<file path="src/rtl/vga_reg_snapshot.sv">
// Once per video frame, reads one page of CPU registers over the shared debug port.
// The page is published on regfiles in a single edge, so the text overlay never tears.
//
// state | meaning
// IDLE  | waiting for frame_start
// REQ   | debug port requested, no grant seen yet
// RUN   | issuing page addresses whenever the port is granted
// DRAIN | last word in flight; capture it and commit the page
module vga_reg_snapshot #(
    parameter int NREG    = 8,
    parameter int DW      = 32,
    parameter int AW      = 5,
    parameter int TIMEOUT = 64
) (
    input  logic                 CLK,
    input  logic                 RST,
    input  logic                 frame_start,
    input  logic [1:0]           page,
    output logic                 dbg_req,
    input  logic                 dbg_gnt,
    output logic [AW-1:0]        dbg_addr,
    input  logic [DW-1:0]        dbg_rdata,
    output logic [NREG*DW-1:0]   regfiles,
    output logic                 snap_valid,
    output logic                 busy,
    output logic                 done,
    output logic                 err,
    output logic                 overrun
);

    localparam int IW = $clog2(NREG + 1);
    localparam int SW = $clog2(NREG);
    localparam int TW = $clog2(TIMEOUT + 1);

    typedef enum logic [1:0] {S_IDLE, S_REQ, S_RUN, S_DRAIN} state_t;

    state_t        state, state_nxt;
    logic [1:0]    page_q;
    logic [IW-1:0] issue_idx, cap_idx;
    logic [TW-1:0] tmo_cnt;
    logic          cap_fire;
    logic [DW-1:0] shadow [NREG];
    logic          issue_fire, tmo_hit, commit, start;

    always_ff @(posedge CLK or posedge RST) begin
        if (RST) state <= S_IDLE;
        else     state <= state_nxt;
    end

    always_comb begin
        state_nxt  = state;
        dbg_req    = 1'b0;
        busy       = (state != S_IDLE);
        issue_fire = 1'b0;
        tmo_hit    = 1'b0;
        commit     = 1'b0;
        start      = 1'b0;
        case (state)
            S_IDLE: begin
                if (frame_start) begin
                    start     = 1'b1;
                    state_nxt = S_REQ;
                end
            end
            S_REQ, S_RUN: begin
                dbg_req    = 1'b1;
                issue_fire = dbg_gnt && (issue_idx < IW'(NREG));
                if (issue_fire)
                    state_nxt = (issue_idx == IW'(NREG - 1)) ? S_DRAIN : S_RUN;
                else if (tmo_cnt == TW'(TIMEOUT - 1)) begin
                    tmo_hit   = 1'b1;
                    state_nxt = S_IDLE;
                end
            end
            S_DRAIN: begin
                commit    = cap_fire && (cap_idx == IW'(NREG - 1));
                state_nxt = S_IDLE;
            end
            default: state_nxt = S_IDLE;
        endcase
    end

    // Address only meaningful on an issue cycle; parked at zero otherwise.
    assign dbg_addr = issue_fire ?
        AW'(32'(page_q) * 32'(NREG) + 32'(issue_idx)) : '0;

    always_ff @(posedge CLK or posedge RST) begin
        if (RST) begin
            page_q     <= '0;
            issue_idx  <= '0;
            cap_idx    <= '0;
            tmo_cnt    <= '0;
            cap_fire   <= 1'b0;
            regfiles   <= '0;
            snap_valid <= 1'b0;
            done       <= 1'b0;
            err        <= 1'b0;
            overrun    <= 1'b0;
            for (int i = 0; i < NREG; i++) shadow[i] <= '0;
        end else begin
            done     <= commit;
            err      <= tmo_hit;
            overrun  <= frame_start && busy;
            cap_fire <= issue_fire;
            if (start) begin
                page_q    <= page;
                issue_idx <= '0;
                cap_idx   <= '0;
                tmo_cnt   <= '0;
            end else begin
                if (issue_fire) begin
                    issue_idx <= issue_idx + 1'b1;
                    tmo_cnt   <= '0;
                end else if (state == S_REQ || state == S_RUN) begin
                    tmo_cnt <= tmo_cnt + 1'b1;
                end
                if (cap_fire && state != S_IDLE) begin
                    shadow[cap_idx[SW-1:0]] <= dbg_rdata;
                    cap_idx                 <= cap_idx + 1'b1;
                end
            end
            // The last word bypasses the shadow so the whole page lands on one edge.
            if (commit) begin
                for (int i = 0; i < NREG; i++)
                    regfiles[DW*i +: DW] <= (i == NREG - 1) ? dbg_rdata : shadow[i];
                snap_valid <= 1'b1;
            end
        end
    end

endmodule

</file>
<file path="config.mk">
export PLATFORM = sky130hd
export DESIGN_NAME = vga_reg_snapshot
export DESIGN_NICKNAME = d
export VERILOG_FILES = /design/src/rtl/vga_reg_snapshot.sv
export SDC_FILE = /design/constraint.sdc
export NUM_CORES = 1
export LEC_CHECK = 0
export CORE_MARGIN = 5
export CORE_UTILIZATION = 55
export CTS_BUF_LIST = sky130_fd_sc_hd__clkbuf_8
export CTS_CLUSTER_DIAMETER = 200
export DETAILED_ROUTE_END_ITERATION = 16
export GPL_ROUTABILITY_DRIVEN = 0
export PLACE_DENSITY = 0.81
export SYNTH_ARGS = -nofsm -noshare
export SYNTH_HDL_FRONTEND = slang
export SYNTH_SLANG_ARGS = --single-unit
</file>
<file path="constraint.sdc">
create_clock -name CLK -period 24.9 [get_ports CLK]
set_input_delay 4.98 -clock CLK [delete_from_list [all_inputs] [get_ports CLK]]
set_output_delay 4.98 -clock CLK [all_outputs]
set_load 0.005 [all_outputs]
</file>
==> results.md, run 1 <==
* Outcome: completed
* Number of instances in the synthesized netlist at roughly 1100
* Global-route wire length before repair at 67400 um
* Net Count, Synth at 1182
* Actual slew at the worst max-slew pin at 1130 ps
* Final hold violation count at 0
* Detailed-route via count at approximately 11000
* Worst-path fanout max at 13
* Chip Height at between 150 and 200 um
* Synthesized area per cell at about 17 um^2
* Reg-to-reg endpoint: regfiles[142]
* Met1 GRT Util at approximately 29%
* Detail Route Antenna Nets at 0
* DP Wirelength at approximately 28000 um
* Most frequent standard cell in the layout excluding fill and tap cells: sky130_fd_sc_hd__dfrtp_1
* Number of antenna violations at the first check in global routing at 0
* Synth unique cells at 39
* Maximum VDD drop at about 0.000052 V
* Arr. time, crit path at roughly 7000 ps
* Clock latency at the later pin of the worst-skew pair at 590 ps
* Post-route total power at between 0.0015 and 0.002 W
* Clock tree from TritonCTS: yes
* Total of max-cap violations at 0
* Setup crit start kind: primary input
* Routed length per instance at approximately 21 um
* Antenna diodes at 0
* Buffers on Ports at roughly 300
* Worst reg-to-reg path cell count at 6
* Post-layout utilization of the core at slightly below 70%
* Final setup viols at 0
* Total of cells resized after clock tree synthesis at 0
* Unrepaired setup endpoints after global routing: no
* Required time at the worst-slack endpoint at 19920 ps
* Crit path time final at 12050 ps
* Commonest non-fill, non-tap cells in the layout: sky130_fd_sc_hd__dfrtp_1 (504), sky130_fd_sc_hd__mux2_2 (441), sky130_fd_sc_hd__clkdlybuf4s50_1 (304), sky130_fd_sc_hd__clkbuf_8 (95), sky130_fd_sc_hd__inv_1 (35)
* Worst Path Class, Setup: primary input to output pin
* Library cell used as clock root buffer: sky130_fd_sc_hd__clkbuf_8
* Final number of max-transition violations at 0
* Portion of the post-synthesis area used by sequential elements at about 66%
* Clock-pin slew on the worst setup and hold paths at about 50 ps
* Overall global routing resource usage at 22.0%
* Detailed Route Iter0 Violations at 411
* Initial Util at roughly 56%
* Slowest CP cell: sky130_fd_sc_hd__clkdlybuf4s50_1
* Kind of end point of the critical path: output pin
* Peak clock frequency supported by timing at ~83 MHz
* Max-Slew Margin vs Limit at 24.6%
* Worst Path Buf+Inv at 3
* Top-level port count at ~310
* Total die area at roughly 39000 um^2
* Area growth from synthesis to layout at 25.1%
* Max Buffers Root-to-Sink at 3
* Aggregate global routing overflow at 0
* Hold_buf cts at 0
* Placement Rows at 68
* Global routing usage on met2 at 35.5%
* Final-stage net count at 1527
* Global-route layer with the greatest usage: met2
* Grt met3 use at 6.10%
* Share of the clock period used by the worst path after layout at a little under 50%
* Number of remaining DRC errors at 0
* Most common cell type on the critical path: sky130_fd_sc_hd__clkdlybuf4s50_1
* Depth of the critical timing path with buffers and inverters included at 6
* Synthesized cell area at ~19000 um^2
* PD cells at just over 80 nW/um^2
* Number of vias per cell after detailed routing at roughly 5.4
* Setup Skew at ~14 ps
* Clock sink count at about 500
* Beginning of the worst register-to-register path: cap_idx[1]
* HP Class: flop to flop
* Sum of negative setup slack at 0 ps
* Slowest Stage Delay on Critical Path at roughly 520 ps
* Number of global-route vias before repair at approximately 12000
* Count of warnings emitted by yosys at 0
* Share of cells above drive strength 1 at between 30% and 40%
* Die W at between 150 and 200 um
* Detailed-routing iteration count for the pre-antenna-repair pass at 6
* CP cell instances: clkdlybuf4s50_1 -> nor2b_1 -> nand2_1 -> inv_1 -> and2_1 -> clkdlybuf4s50_1
* Cell type group with the largest total delay on the critical path: buffers and inverters
* Reg-to-reg slack, setup at 20720 ps
* Leakage power total at roughly 11 nW
* End point of the critical path: dbg_addr[2]
* Largest net degree at the start of global routing at around 140
* Core Footprint at between 30000 and 40000 um^2
* Total clock buffers created by CTS at 80
* Postcts setup bufs at 0
* Number of H-tree branching levels at 3
* Beginning of the critical path: dbg_gnt
* Synthesis-stage register bit count at approximately 500
* Drt total wl at between 40000 and 50000 um
-- area by class of cell --
type	instances	area, um^2
Multi-Input combinational cell	571	6130
Fill cell	2343	10500
Sequential cell	504	12600
Clock buffer	95	1310
Inverter	7	33.8
Timing Repair Buffer	319	3160
Tap cell	455	569
Clock inverter	37	168
-- worst min path at each step --
stage / from / to / slack, ps / depth (start not counted)
4_1_cts: snap_valid / snap_valid / 480 / 1
3_5_place_dp: snap_valid / snap_valid / 470 / 1
3_3_place_gp: snap_valid / snap_valid / 460 / 1
6_report: snap_valid / snap_valid / 480 / 1
2_1_floorplan: shadow[39] / shadow[39] / 450 / 1
5_1_grt: snap_valid / snap_valid / 500 / 1
-- sequential cells by signal, summed over array words and instances, names as in the netlist --
register    flops
regfiles      256
shadow        224
tmo_cnt         7
cap_idx         4
issue_idx       4
page_q          2
state           2
cap_fire        1
done            1
err             1
overrun         1
snap_valid      1
-- report_power, final --
part           internal (W)  total [W]  leakage (nW)  switching, W
clock              0.000344   0.000647         0.872      0.000303
sequential         0.000972    0.00105          6.71     0.0000800
combinational      0.000172   0.000291          3.86      0.000119
total               0.00149    0.00199          11.4      0.000502
-- through the flow --
stage	worst slack, ps	hold slack (ps)	cell area, um^2	cells
after global routing	12660	501	24000	1988
after global placement	12940	455	22500	1856
final	12850	478	24000	1988
after detailed placement	12870	470	22500	1856
after floorplan	5850	452	19200	1138
after CTS	12870	483	24000	1988
-- kinds of logic after synthesis --
family,after synthesis,synth area share (%)
flops,504,65.8
simple gates,56,1.66
fa+ha+maj,6,0.392
xor+xnor,6,0.274
compound gates,20,0.633
mux,483,29.0
buf+inv,63,2.25
-- synthesized netlist by cell type (all sizes together) --
master / n / share of area, %
a22oi: 1 / 0.039
nor3b: 2 / 0.20
a31oi: 1 / 0.033
nand4: 4 / 0.13
inv: 7 / 0.14
nand2: 11 / 0.23
o21ai: 7 / 0.18
ha: 6 / 0.39
nand3: 2 / 0.052
nand2b: 1 / 0.033
or2: 1 / 0.033
xnor2: 3 / 0.14
buf: 51 / 2.0
nor2: 16 / 0.34
mux2: 482 / 29
and2b: 1 / 0.039
and2: 5 / 0.16
or2b: 1 / 0.039
a22o: 2 / 0.091
dfrtp: 504 / 66
nand3b: 2 / 0.078
mux2i: 1 / 0.052
xor2: 3 / 0.14
and3: 2 / 0.065
clkbuf: 5 / 0.098
o31ai: 1 / 0.039
nor3: 6 / 0.16
nor2b: 2 / 0.10
o311ai: 1 / 0.046
a21oi: 6 / 0.16
a41oi: 1 / 0.046
-- worst reg2reg max path, delay by kind of cell (launching register included) --
kind / cells / cell delay [ps]
fa+ha+maj: 1 / 260
flops: 1 / 530
buf+inv: 2 / 1770
simple gates: 2 / 1030
mux: 1 / 470
-- metal layers --
metal | wire length (um) | vias up
met1 | 18000 | 5636
li1 | - | 4718
met4 | 1050 | 0
met3 | 2640 | 64
met5 | 0 | -
met2 | 20700 | 270
(Power assumes the default switching activity.)
==> run 2, diff against run 1 <==
Settings changed: CORE_UTILIZATION 55 to 50, PLACE_DENSITY 0.81 to 0.77.
Clock period 24.9 ns to 10.2 ns, I/O delays scaled along.
==> results.md, run 2 (synthesis results as in run 1) <==
* Placement Rows at a little over 70
* Peak clock frequency supported by timing at around 160 MHz
* Worst Hold Slack at roughly 470 ps
* Largest net degree at the start of global routing at roughly 190
* Core Footprint at 37800 um^2
* Setup WS pre-CTS at between 4000 and 5000 ps
* Total of cells resized after clock tree synthesis at 0
* Max Buffers Root-to-Sink at 3
* Final number of max-transition violations at 0
* Required time at the worst-slack endpoint at 8160 ps
* Total die area at 42300 um^2
* Antenna diodes at 0
* Clock latency at the later pin of the worst-skew pair at roughly 620 ps
* Number of global-route vias before repair at about 12000
* Crit path time final at between 6000 and 7000 ps
* Number of vias per cell after detailed routing at 5.18
* Final-stage net count at 1529
* Initial Util at about half
* Global-route wire length before repair at between 60000 and 70000 um
* Largest register FFs at roughly 260
* Worst Path Class, Setup: primary input to output pin
* Detail Route Antenna Nets at 0
* Postcts setup bufs at 0
* Top-level port count at about 300
* Actual slew at the worst max-slew pin at around 1200 ps
* DP Wirelength at around 27000 um
* Buffers on Ports at roughly 300
* Clock tree from TritonCTS: yes
* Worst hold start: snap_valid
* Detailed-route via count at 10600
* Aggregate global routing overflow at 0
* Die W at slightly above 200 um
* Outcome: completed
* Clock-pin slew on the worst setup and hold paths at 60 ps
* Library cell used as clock root buffer: sky130_fd_sc_hd__clkbuf_8
* Cell count after placement at ~1900
* Overall global routing resource usage at a little over 20%
* Setup Skew at 21.0 ps
* Top reg by flops: regfiles
* Beginning of the worst register-to-register path: cap_idx[1]
* Post-layout utilization of the core at 64.1%
* Setup crit start kind: primary input
* Fill count at between 2000 and 3000
* Detailed Route Iter0 Violations at around 450
* Largest registers: regfiles (256), shadow (224), tmo_cnt (7)
* Total of max-cap violations at 0
* Hold_buf cts at 0
* Non-filler cells, final at ~2000
* Share of the clock period used by the worst path after layout at between 60% and 70%
* PD cells at slightly above 200 nW/um^2
* Area growth from synthesis to layout at 26.3%
* Final setup viols at 0
* Commonest non-fill, non-tap cells in the layout: sky130_fd_sc_hd__dfrtp_1 (504), sky130_fd_sc_hd__mux2_2 (441), sky130_fd_sc_hd__clkdlybuf4s50_1 (304), sky130_fd_sc_hd__clkbuf_8 (100), sky130_fd_sc_hd__inv_1 (33)
* Clock sink count at between 500 and 600
* Maximum VDD drop at 0.000201 V
* Sum of negative setup slack at 0 ps
* Routed length per instance at ~20 um
* Total clock buffers created by CTS at just over 80
* Kind of end point of the critical path: output pin
* HP Class: flop to flop
* Chip Height at slightly above 200 um
* Number of remaining DRC errors at 0
* Unrepaired setup endpoints after global routing: no
* Most frequent standard cell in the layout excluding fill and tap cells: sky130_fd_sc_hd__dfrtp_1
* Final worst slack at roughly 4000 ps
* Share of cells above drive strength 1 at 39.7%
* Leakage power total at between 10 and 15 nW
* Arr. time, crit path at about 4200 ps
* Final hold violation count at 0
* Detailed-routing iteration count for the pre-antenna-repair pass at 4
* Beginning of the critical path: dbg_gnt
* Worst-path fanout max at 13
* Number of antenna violations at the first check in global routing at 0
* Drt total wl at ~42000 um
* Max-Slew Margin vs Limit at around 18%
* Number of H-tree branching levels at 3
==> run 2: path summary, 6_finish.rpt <==
| kind | to | slack [ps] | depth (start not counted) |
|---|---|---|---|
| setup / recovery | dbg_addr[2] | 4000 | 6 |
| max in group asynchronous | shadow[186] | 6400 | 4 |
| min in group asynchronous | shadow[241] | 1870 | 2 |
| hold / removal | snap_valid | 470 | 1 |
| hold reg to reg | snap_valid | 470 | 1 |
| setup reg to reg | regfiles[3] | 6630 | 6 |
==> run 2: through the flow <==
stage          power [W]  cell area [um^2]
2_1_floorplan    0.00309             19200
3_3_place_gp     0.00325             22600
3_5_place_dp     0.00331             22600
4_1_cts          0.00501             24200
5_1_grt          0.00522             24200
6_report         0.00494             24200
==> run 2: where the power goes <==
group / leakage [nW] / switching [W] / internal (W)
sequential: 6.71 / 0.000188 / 0.00237
combinational: 3.86 / 0.000290 / 0.000420
clock: 0.928 / 0.000760 / 0.000911
==> run 2: area by class of cell <==
class / instances / area (um^2) / area share (%)
Sequential cell: 504 / 12600 / 52.1
Multi-Input combinational cell: 571 / 6130 / 25.3
Timing Repair Buffer: 320 / 3190 / 13.2
Clock buffer: 100 / 1380 / 5.69
Tap cell: 511 / 639 / 2.64
Clock inverter: 41 / 216 / 0.895
Inverter: 7 / 30.0 / 0.124
==> run 2: metal layers <==
layer	up-vias	track usage [%]	routed length (um)
li1	4724	-	-
met1	5595	26.8	18000
met2	269	32.6	20500
met3	46	6.32	2920
met4	0	5.62	643
met5	-	0	0
==> run 2: worst max-delay path: stages <==
cell	delay, ps
sky130_fd_sc_hd__clkdlybuf4s50_1	450
sky130_fd_sc_hd__nor2b_1	420
sky130_fd_sc_hd__nand2_1	190
sky130_fd_sc_hd__inv_1	320
sky130_fd_sc_hd__and2_1	230
sky130_fd_sc_hd__clkdlybuf4s50_1	520
